--- config.mk ---
export PLATFORM = sky130hd
export DESIGN_NAME = alu_issue_scheduler
export DESIGN_NICKNAME = d
export VERILOG_FILES = /design/src/rtl/alu_issue_scheduler_pkg.sv /design/src/rtl/alu_issue_scheduler_picker.sv /design/src/rtl/alu_issue_scheduler.sv
export SDC_FILE = /design/constraint.sdc
export NUM_CORES = 2
export LEC_CHECK = 0
export BUFFER_PORTS_ARGS = -buffer_cell sky130_fd_sc_hd__buf_2
export CAP_MARGIN = 20
export CORE_MARGIN = 5
export CORE_UTILIZATION = 50
export DETAILED_ROUTE_END_ITERATION = 10
export GPL_TIMING_DRIVEN = 0
export PLACE_DENSITY = 0.7
export SYNTH_ARGS = -nofsm -noshare
export SYNTH_HDL_FRONTEND = slang
export SYNTH_SLANG_ARGS = --single-unit
export TNS_END_PERCENT = 50
--- constraint.sdc ---
create_clock -name clk_in -period 39.8 [get_ports clk_in]
set_clock_uncertainty 0.05 [all_clocks]
set_input_delay 3.98 -clock clk_in [delete_from_list [all_inputs] [get_ports clk_in]]
set_output_delay 3.98 -clock clk_in [all_outputs]
set_load 0.005 [all_outputs]
--- src/rtl/alu_issue_scheduler_pkg.sv ---
// Shared widths, opcode encodings and the reservation-entry layout for the ALU issue scheduler.
package alu_issue_scheduler_pkg;

  localparam int IDWidth       = 32;
  localparam int AddressWidth  = 32;
  localparam int ROBWidth      = 4;
  localparam int InstTypeWidth = 6;

  localparam logic [InstTypeWidth-1:0] NOP     = 6'd0;
  localparam logic [InstTypeWidth-1:0] OP_ADD  = 6'd1;
  localparam logic [InstTypeWidth-1:0] OP_SUB  = 6'd2;
  localparam logic [InstTypeWidth-1:0] OP_ADDI = 6'd3;
  localparam logic [InstTypeWidth-1:0] OP_AND  = 6'd4;
  localparam logic [InstTypeWidth-1:0] OP_OR   = 6'd5;
  localparam logic [InstTypeWidth-1:0] OP_XOR  = 6'd6;
  localparam logic [InstTypeWidth-1:0] OP_SLL  = 6'd7;
  localparam logic [InstTypeWidth-1:0] OP_SRL  = 6'd8;
  localparam logic [InstTypeWidth-1:0] OP_SLT  = 6'd9;
  localparam logic [InstTypeWidth-1:0] OP_LUI  = 6'd10;

  typedef struct packed {
    logic                     valid;
    logic [InstTypeWidth-1:0] opcode;
    logic [IDWidth-1:0]       vj;
    logic [ROBWidth-1:0]      qj;
    logic [IDWidth-1:0]       vk;
    logic [ROBWidth-1:0]      qk;
    logic [IDWidth-1:0]       a;
    logic [AddressWidth-1:0]  pc;
    logic [ROBWidth-1:0]      dest;
  } rs_entry_t;

  // Tag 0 means "operand present", so it can never match a broadcast.
  function automatic logic tag_hit(input logic [ROBWidth-1:0] q,
                                   input logic                cdb_valid,
                                   input logic [ROBWidth-1:0] cdb_tag);
    return cdb_valid && (cdb_tag != '0) && (q == cdb_tag);
  endfunction

endpackage

--- src/rtl/alu_issue_scheduler_picker.sv ---
// Oldest-ready select: age_in[j][i]=1 means entry j was allocated before entry i.
module rs_oldest_picker #(
  parameter int ENTRIES = 8
) (
  input  logic [ENTRIES-1:0]              ready_in,
  input  logic [ENTRIES-1:0][ENTRIES-1:0] age_in,
  output logic [ENTRIES-1:0]              grant_out,
  output logic                            valid_out
);

  always_comb begin
    grant_out = '0;
    for (int i = 0; i < ENTRIES; i++) begin
      grant_out[i] = ready_in[i];
      for (int j = 0; j < ENTRIES; j++) begin
        if ((j != i) && ready_in[j] && age_in[j][i]) grant_out[i] = 1'b0;
      end
    end
  end

  assign valid_out = |ready_in;

endmodule

--- src/rtl/alu_issue_scheduler.sv ---
// ALU reservation station: allocates decoded ops, wakes them from the CDB and issues the oldest ready one per cycle.
module alu_issue_scheduler
  import alu_issue_scheduler_pkg::*;
#(
  parameter int ENTRIES = 8
) (
  input  logic                     clk_in,
  input  logic                     rst_in,
  input  logic                     rdy_in,
  input  logic                     dec_valid_in,
  input  logic [InstTypeWidth-1:0] dec_opcode_in,
  input  logic [IDWidth-1:0]       dec_vj_in,
  input  logic [IDWidth-1:0]       dec_vk_in,
  input  logic [ROBWidth-1:0]      dec_qj_in,
  input  logic [ROBWidth-1:0]      dec_qk_in,
  input  logic [IDWidth-1:0]       dec_a_in,
  input  logic [AddressWidth-1:0]  dec_pc_in,
  input  logic [ROBWidth-1:0]      dec_dest_in,
  output logic                     full_out,
  input  logic                     cdb_valid_in,
  input  logic [ROBWidth-1:0]      cdb_tag_in,
  input  logic [IDWidth-1:0]       cdb_value_in,
  input  logic                     rob_rst_in,
  output logic [InstTypeWidth-1:0] alu_opcode_out,
  output logic [IDWidth-1:0]       alu_vj_out,
  output logic [IDWidth-1:0]       alu_vk_out,
  output logic [IDWidth-1:0]       alu_a_out,
  output logic [AddressWidth-1:0]  alu_pc_out,
  output logic [ROBWidth-1:0]      alu_dest_out
);

  localparam int IdxW = $clog2(ENTRIES);

  rs_entry_t                     r_ent [ENTRIES];
  logic [ENTRIES-1:0][ENTRIES-1:0] r_age;

  logic [ENTRIES-1:0] w_valid;
  logic [ENTRIES-1:0] w_ready;
  logic [ENTRIES-1:0] w_grant;
  logic               w_any;
  logic [IdxW-1:0]    w_alloc_idx;
  logic               w_alloc;
  rs_entry_t          w_sel;
  rs_entry_t          w_new;

  always_comb begin
    w_valid = '0;
    w_ready = '0;
    for (int i = 0; i < ENTRIES; i++) begin
      w_valid[i] = r_ent[i].valid;
      w_ready[i] = r_ent[i].valid && (r_ent[i].qj == '0) && (r_ent[i].qk == '0);
    end
  end

  assign full_out = &w_valid;
  assign w_alloc  = dec_valid_in && !full_out;

  // Lowest free slot of the current state; a slot freed by this edge's issue is still valid here.
  always_comb begin
    w_alloc_idx = '0;
    for (int i = ENTRIES - 1; i >= 0; i--) begin
      if (!w_valid[i]) w_alloc_idx = IdxW'(i);
    end
  end

  rs_oldest_picker #(.ENTRIES(ENTRIES)) u_picker (
    .ready_in  (w_ready),
    .age_in    (r_age),
    .grant_out (w_grant),
    .valid_out (w_any)
  );

  always_comb begin
    w_sel = '0;
    for (int i = 0; i < ENTRIES; i++) begin
      if (w_grant[i]) w_sel = r_ent[i];
    end
  end

  always_comb begin
    w_new        = '0;
    w_new.valid  = 1'b1;
    w_new.opcode = dec_opcode_in;
    w_new.vj     = dec_vj_in;
    w_new.qj     = dec_qj_in;
    w_new.vk     = dec_vk_in;
    w_new.qk     = dec_qk_in;
    w_new.a      = dec_a_in;
    w_new.pc     = dec_pc_in;
    w_new.dest   = dec_dest_in;
    if (tag_hit(dec_qj_in, cdb_valid_in, cdb_tag_in)) begin
      w_new.vj = cdb_value_in;
      w_new.qj = '0;
    end
    if (tag_hit(dec_qk_in, cdb_valid_in, cdb_tag_in)) begin
      w_new.vk = cdb_value_in;
      w_new.qk = '0;
    end
  end

  always_ff @(posedge clk_in or posedge rst_in) begin
    if (rst_in) begin
      for (int i = 0; i < ENTRIES; i++) r_ent[i] <= '0;
      r_age          <= '0;
      alu_opcode_out <= NOP;
      alu_vj_out     <= '0;
      alu_vk_out     <= '0;
      alu_a_out      <= '0;
      alu_pc_out     <= '0;
      alu_dest_out   <= '0;
    end else if (rdy_in) begin
      if (rob_rst_in) begin
        for (int i = 0; i < ENTRIES; i++) r_ent[i].valid <= 1'b0;
        r_age          <= '0;
        alu_opcode_out <= NOP;
        alu_vj_out     <= '0;
        alu_vk_out     <= '0;
        alu_a_out      <= '0;
        alu_pc_out     <= '0;
        alu_dest_out   <= '0;
      end else begin
        alu_opcode_out <= w_any ? w_sel.opcode : NOP;
        alu_vj_out     <= w_any ? w_sel.vj     : '0;
        alu_vk_out     <= w_any ? w_sel.vk     : '0;
        alu_a_out      <= w_any ? w_sel.a      : '0;
        alu_pc_out     <= w_any ? w_sel.pc     : '0;
        alu_dest_out   <= w_any ? w_sel.dest   : '0;

        for (int i = 0; i < ENTRIES; i++) begin
          if (r_ent[i].valid) begin
            if (tag_hit(r_ent[i].qj, cdb_valid_in, cdb_tag_in)) begin
              r_ent[i].vj <= cdb_value_in;
              r_ent[i].qj <= '0;
            end
            if (tag_hit(r_ent[i].qk, cdb_valid_in, cdb_tag_in)) begin
              r_ent[i].vk <= cdb_value_in;
              r_ent[i].qk <= '0;
            end
          end
          if (w_grant[i]) r_ent[i].valid <= 1'b0;
        end

        // New entry becomes younger than every other slot; stale rows of free slots are masked by ready.
        if (w_alloc) begin
          r_ent[w_alloc_idx] <= w_new;
          for (int j = 0; j < ENTRIES; j++) begin
            r_age[j][w_alloc_idx] <= (j != int'(w_alloc_idx));
            r_age[w_alloc_idx][j] <= 1'b0;
          end
        end
      end
    end
  end

endmodule

==> flow_summary.yaml <==
sta:
  final.period_utilization_pct: 18.91
  fmax_mhz: 132.8
  finalSetupTns_ns: 0
  final.min_clock_period_ns: 7.527
  fin_hold_ws_ns: 0.4180
  hold_viol: 0
  transition_time_at_the_pin_with_the_least_slew_margin_ns: 1.352
  rsz0062_at_grt: "no"
  timing_max_transition_violations_final: 0
  max-slew-margin-rel_pct: 9.850
  final-setup-viol-count: 0
yosys:
  yosys.area.top_type_share_pct: 50.24
  ys_dominant_reg_cell: "sky130_fd_sc_hd__dfrtp_1"
  synth_area_leaders: "sky130_fd_sc_hd__dfrtp_1, sky130_fd_sc_hd__mux2_2, sky130_fd_sc_hd__nand2_1, sky130_fd_sc_hd__o22ai_1, sky130_fd_sc_hd__a21oi_1"
  synth-seq-cells: 1370
  yosysWarningCount: 0
  mappedNetlistArea_um2: 68240
  synth_area_per_cell_um2: 9.542
  syn_inst: 7151
  number_of_enable_flip_flop_cells_after_synthesis: 0
  synthDominantAreaCellType: "sky130_fd_sc_hd__dfrtp_1"
  postSynthNetCount: 7339
  async_sr_flop_fraction_pct: 100.0
  synth_sequential_area_ratio_pct: 50.24
  synth.lib_cells_used.distinct: 61
clock_tree:
  cts_htree_levels: 4
  post-cts-setup-buffer-count: 0
  clk_transition_reported_paths_ns: 0.06
  clk_root_buffer_cell: "sky130_fd_sc_hd__clkbuf_16"
  clk_latency_ns: 0.83
  cts.hold.buffers_added: 0
  cts_tree: "built"
  ctsLongestPathBuffers: 3
  cts.sink_count: 1370
  numCtsBuffers: 149
  postCtsResizedCells: 0
worst_setup_path:
  crit_path_max_fanout: 10
  worst_path_arrival_ns: 8.19
  timing_worst_setup_path_type: "input pin to flip-flop"
  cp-start-kind: "input pin"
  cp_data_required_time_ns: 40.46
  type_of_element_capturing_the_critical_path: "flip-flop"
placement:
  dp.cells: 9275
  io_buffer_count: 287
  global_placer_s_final_weighted_congestion: 1.032
  detailedPlacementHpwl_mm: 211.0
die:
  die_area_um2: 144000
  core.rowCount: 135
  floorplan.die.width_um: 379.4
  boundaryPins: 327
  core_um2: 135500
  die-height_um: 379.4
  start_util_pct: 50.37
finish:
  final_core_utilization_pct: 57.83
  n_fill_cell: 11960
  post_layout_nonfiller_instances: 9585
  areaGrowthSynthToFinish_pct: 14.80
  num-nets-final: 7843
  layout-drive-gt1-share_pct: 16.92
drt:
  routedWlPerCell_um: 30.73
  post-route-drc-count: 0
  routed-via-count: 63860
  metal_1_wl_mm: 106.2
  wl_mm: 294.5
  top_layer: "met5"
  wl_met2_mm: 124.5
  firstDrtPassIters: 9
  drt_iter0_markers: 8633
  postRouteAntennaNets: 0
  wl_met3_mm: 38.40
  detail_route.vias_per_cell: 6.662
min_path:
  worstHoldPathType: "flip-flop to flip-flop"
pwr:
  power_leakage_nw: 36.09
  vdd.ir_drop.worst_uv: 33.46
  pwr_density_cell_nw_per_um2: 43.90
outcome:
  run_status: "complete, no violations"
grt:
  grt-ovfl-total: 0
  grt_pass1_vias: 62550
  track_usage_pct: 40.24
  grt_antenna_before_repair: 26
  global_route_wire_length_before_repair_mm: 425.8
  largest_net_degree_at_the_start_of_global_routing: 45
run:
  maxCapViolations: 0
power by group:
part | total [W] | switching [W] | internal (W)
sequential | 0.00162 | 0.0000832 | 0.00153
clock | 0.00147 | 0.000629 | 0.000838
combinational | 0.000354 | 0.000222 | 0.000133
total | 0.00344 | 0.000934 | 0.00250
layout by cell type, fill, tap and decap left out, types with 21 or more instances in the layout:
master | Yosys | routed
sky130_fd_sc_hd__clkbuf_16 | 0 | 149
sky130_fd_sc_hd__or3_1 | 279 | 279
sky130_fd_sc_hd__a21oi_1 | 432 | 428
sky130_fd_sc_hd__mux2_2 | 488 | 488
sky130_fd_sc_hd__or2_2 | 34 | 34
sky130_fd_sc_hd__clkbuf_1 | 508 | 529
sky130_fd_sc_hd__nand4_1 | 21 | 21
sky130_fd_sc_hd__a2bb2oi_1 | 198 | 198
sky130_fd_sc_hd__inv_1 | 52 | 51
sky130_fd_sc_hd__xor2_1 | 70 | 70
sky130_fd_sc_hd__nor3b_1 | 139 | 139
sky130_fd_sc_hd__buf_1 | 53 | 53
sky130_fd_sc_hd__nand3_1 | 49 | 49
sky130_fd_sc_hd__a211o_1 | 138 | 138
sky130_fd_sc_hd__nor3_1 | 288 | 287
sky130_fd_sc_hd__nor4_1 | 21 | 21
sky130_fd_sc_hd__buf_2 | 137 | 424
sky130_fd_sc_hd__o22ai_1 | 540 | 540
sky130_fd_sc_hd__nor2_1 | 547 | 546
sky130_fd_sc_hd__or4_1 | 139 | 139
sky130_fd_sc_hd__o21ai_0 | 175 | 175
sky130_fd_sc_hd__diode_2 | 0 | 30
sky130_fd_sc_hd__buf_12 | 0 | 38
sky130_fd_sc_hd__a22o_1 | 139 | 139
sky130_fd_sc_hd__clkinv_2 | 0 | 23
sky130_fd_sc_hd__clkbuf_8 | 0 | 40
sky130_fd_sc_hd__dfrtp_1 | 1370 | 1370
sky130_fd_sc_hd__a31oi_1 | 141 | 141
sky130_fd_sc_hd__nand2_1 | 1007 | 1007
cells in the mapped netlist, types with 9 or more instances:
cell,instances
sky130_fd_sc_hd__dfrtp_1,1370
sky130_fd_sc_hd__nand2_1,1007
sky130_fd_sc_hd__nor2_1,547
sky130_fd_sc_hd__o22ai_1,540
sky130_fd_sc_hd__clkbuf_1,508
sky130_fd_sc_hd__mux2_2,488
sky130_fd_sc_hd__a21oi_1,432
sky130_fd_sc_hd__nor3_1,288
sky130_fd_sc_hd__or3_1,279
sky130_fd_sc_hd__a2bb2oi_1,198
sky130_fd_sc_hd__o21ai_0,175
sky130_fd_sc_hd__a31oi_1,141
sky130_fd_sc_hd__a22o_1,139
sky130_fd_sc_hd__nor3b_1,139
sky130_fd_sc_hd__or4_1,139
sky130_fd_sc_hd__a211o_1,138
sky130_fd_sc_hd__buf_2,137
sky130_fd_sc_hd__xor2_1,70
sky130_fd_sc_hd__buf_1,53
sky130_fd_sc_hd__inv_1,52
sky130_fd_sc_hd__nand3_1,49
sky130_fd_sc_hd__or2_2,34
sky130_fd_sc_hd__nand4_1,21
sky130_fd_sc_hd__nor4_1,21
sky130_fd_sc_hd__o21a_1,18
sky130_fd_sc_hd__a21o_1,17
sky130_fd_sc_hd__buf_6,16
sky130_fd_sc_hd__and3_1,14
sky130_fd_sc_hd__clkbuf_2,12
sky130_fd_sc_hd__nor4b_1,11
sky130_fd_sc_hd__mux2i_1,10
sky130_fd_sc_hd__o211ai_1,9
path summary, 6_finish.rpt:
path                       slack [ns]              startpoint  depth (start not counted)                         end
hold / removal                   0.42               flip-flop                          2                   flip-flop
max in group asynchronous       34.32                  rst_in                          8  asynchronous set/reset pin
setup / recovery                32.27           cdb_tag_in[0]                          8      r_ent[424]$_DFFE_PP0P_
hold reg to reg                  0.42               flip-flop                          2                   flip-flop
setup reg to reg                34.96  r_ent[293]$_DFFE_PP0P_                         10  alu_vj_out[28]$_DFFE_PP0P_
min in group asynchronous        3.26                  rst_in                          2      r_ent[565]$_DFFE_PP0P_
critical path: stages:
cell and delay, ns:
sky130_fd_sc_hd__buf_2 0.30, sky130_fd_sc_hd__o41a_1 0.31, sky130_fd_sc_hd__buf_2 0.31, sky130_fd_sc_hd__nand3_1 0.93
sky130_fd_sc_hd__a21oi_1 1.22, sky130_fd_sc_hd__clkbuf_1 0.85, sky130_fd_sc_hd__nor2_1 0.09, sky130_fd_sc_hd__a21oi_1 0.18
final cells by class:
cell class / count / area [µm²] / share of cell area [%]
sequential: 1370 / 34280 / 43.76
clock buffer: 217 / 4374 / 5.584
timing repair buffer: 353 / 2609 / 3.330
multi-input combinational: 5001 / 30740 / 39.23
inverter: 52 / 198.9 / 0.2539
antenna: 30 / 75.07 / 0.09583
buffer: 728 / 3057 / 3.902
clock inverter: 53 / 779.5 / 0.9950
tap: 1781 / 2228 / 2.845
stage by stage:
stage / area, µm² / total power [W] / setup WS (ns)
after global routing: 78290 / 0.003533 / 32.42
after CTS: 78140 / 0.003421 / 32.63
after floorplan: 68240 / 0.001847 / 16.82
after detailed placement: 72990 / 0.001976 / 31.80
after global placement: 71910 / 0.001961 / 8.374
final: 78340 / 0.003439 / 32.27
metal layers:
layer,up-vias,global-route usage (%)
met5,-,0
met3,1119,16.29
met1,31380,48.50
met4,14,28.54
met2,4394,58.60
li1,26950,-
logic make-up (layout without fill, tap and decap cells):
logic type	after synthesis	count (layout)	synth area share, %
simple gates	2579	2579	18.02
compound gates	1852	1852	17.86
flops	1370	1370	50.24
buf+inv	780	1403	4.751
mux	498	498	8.200
xor+xnor	72	72	0.9241
other cells	0	30	0
Note: power is estimated with default switching activity, not from simulation.
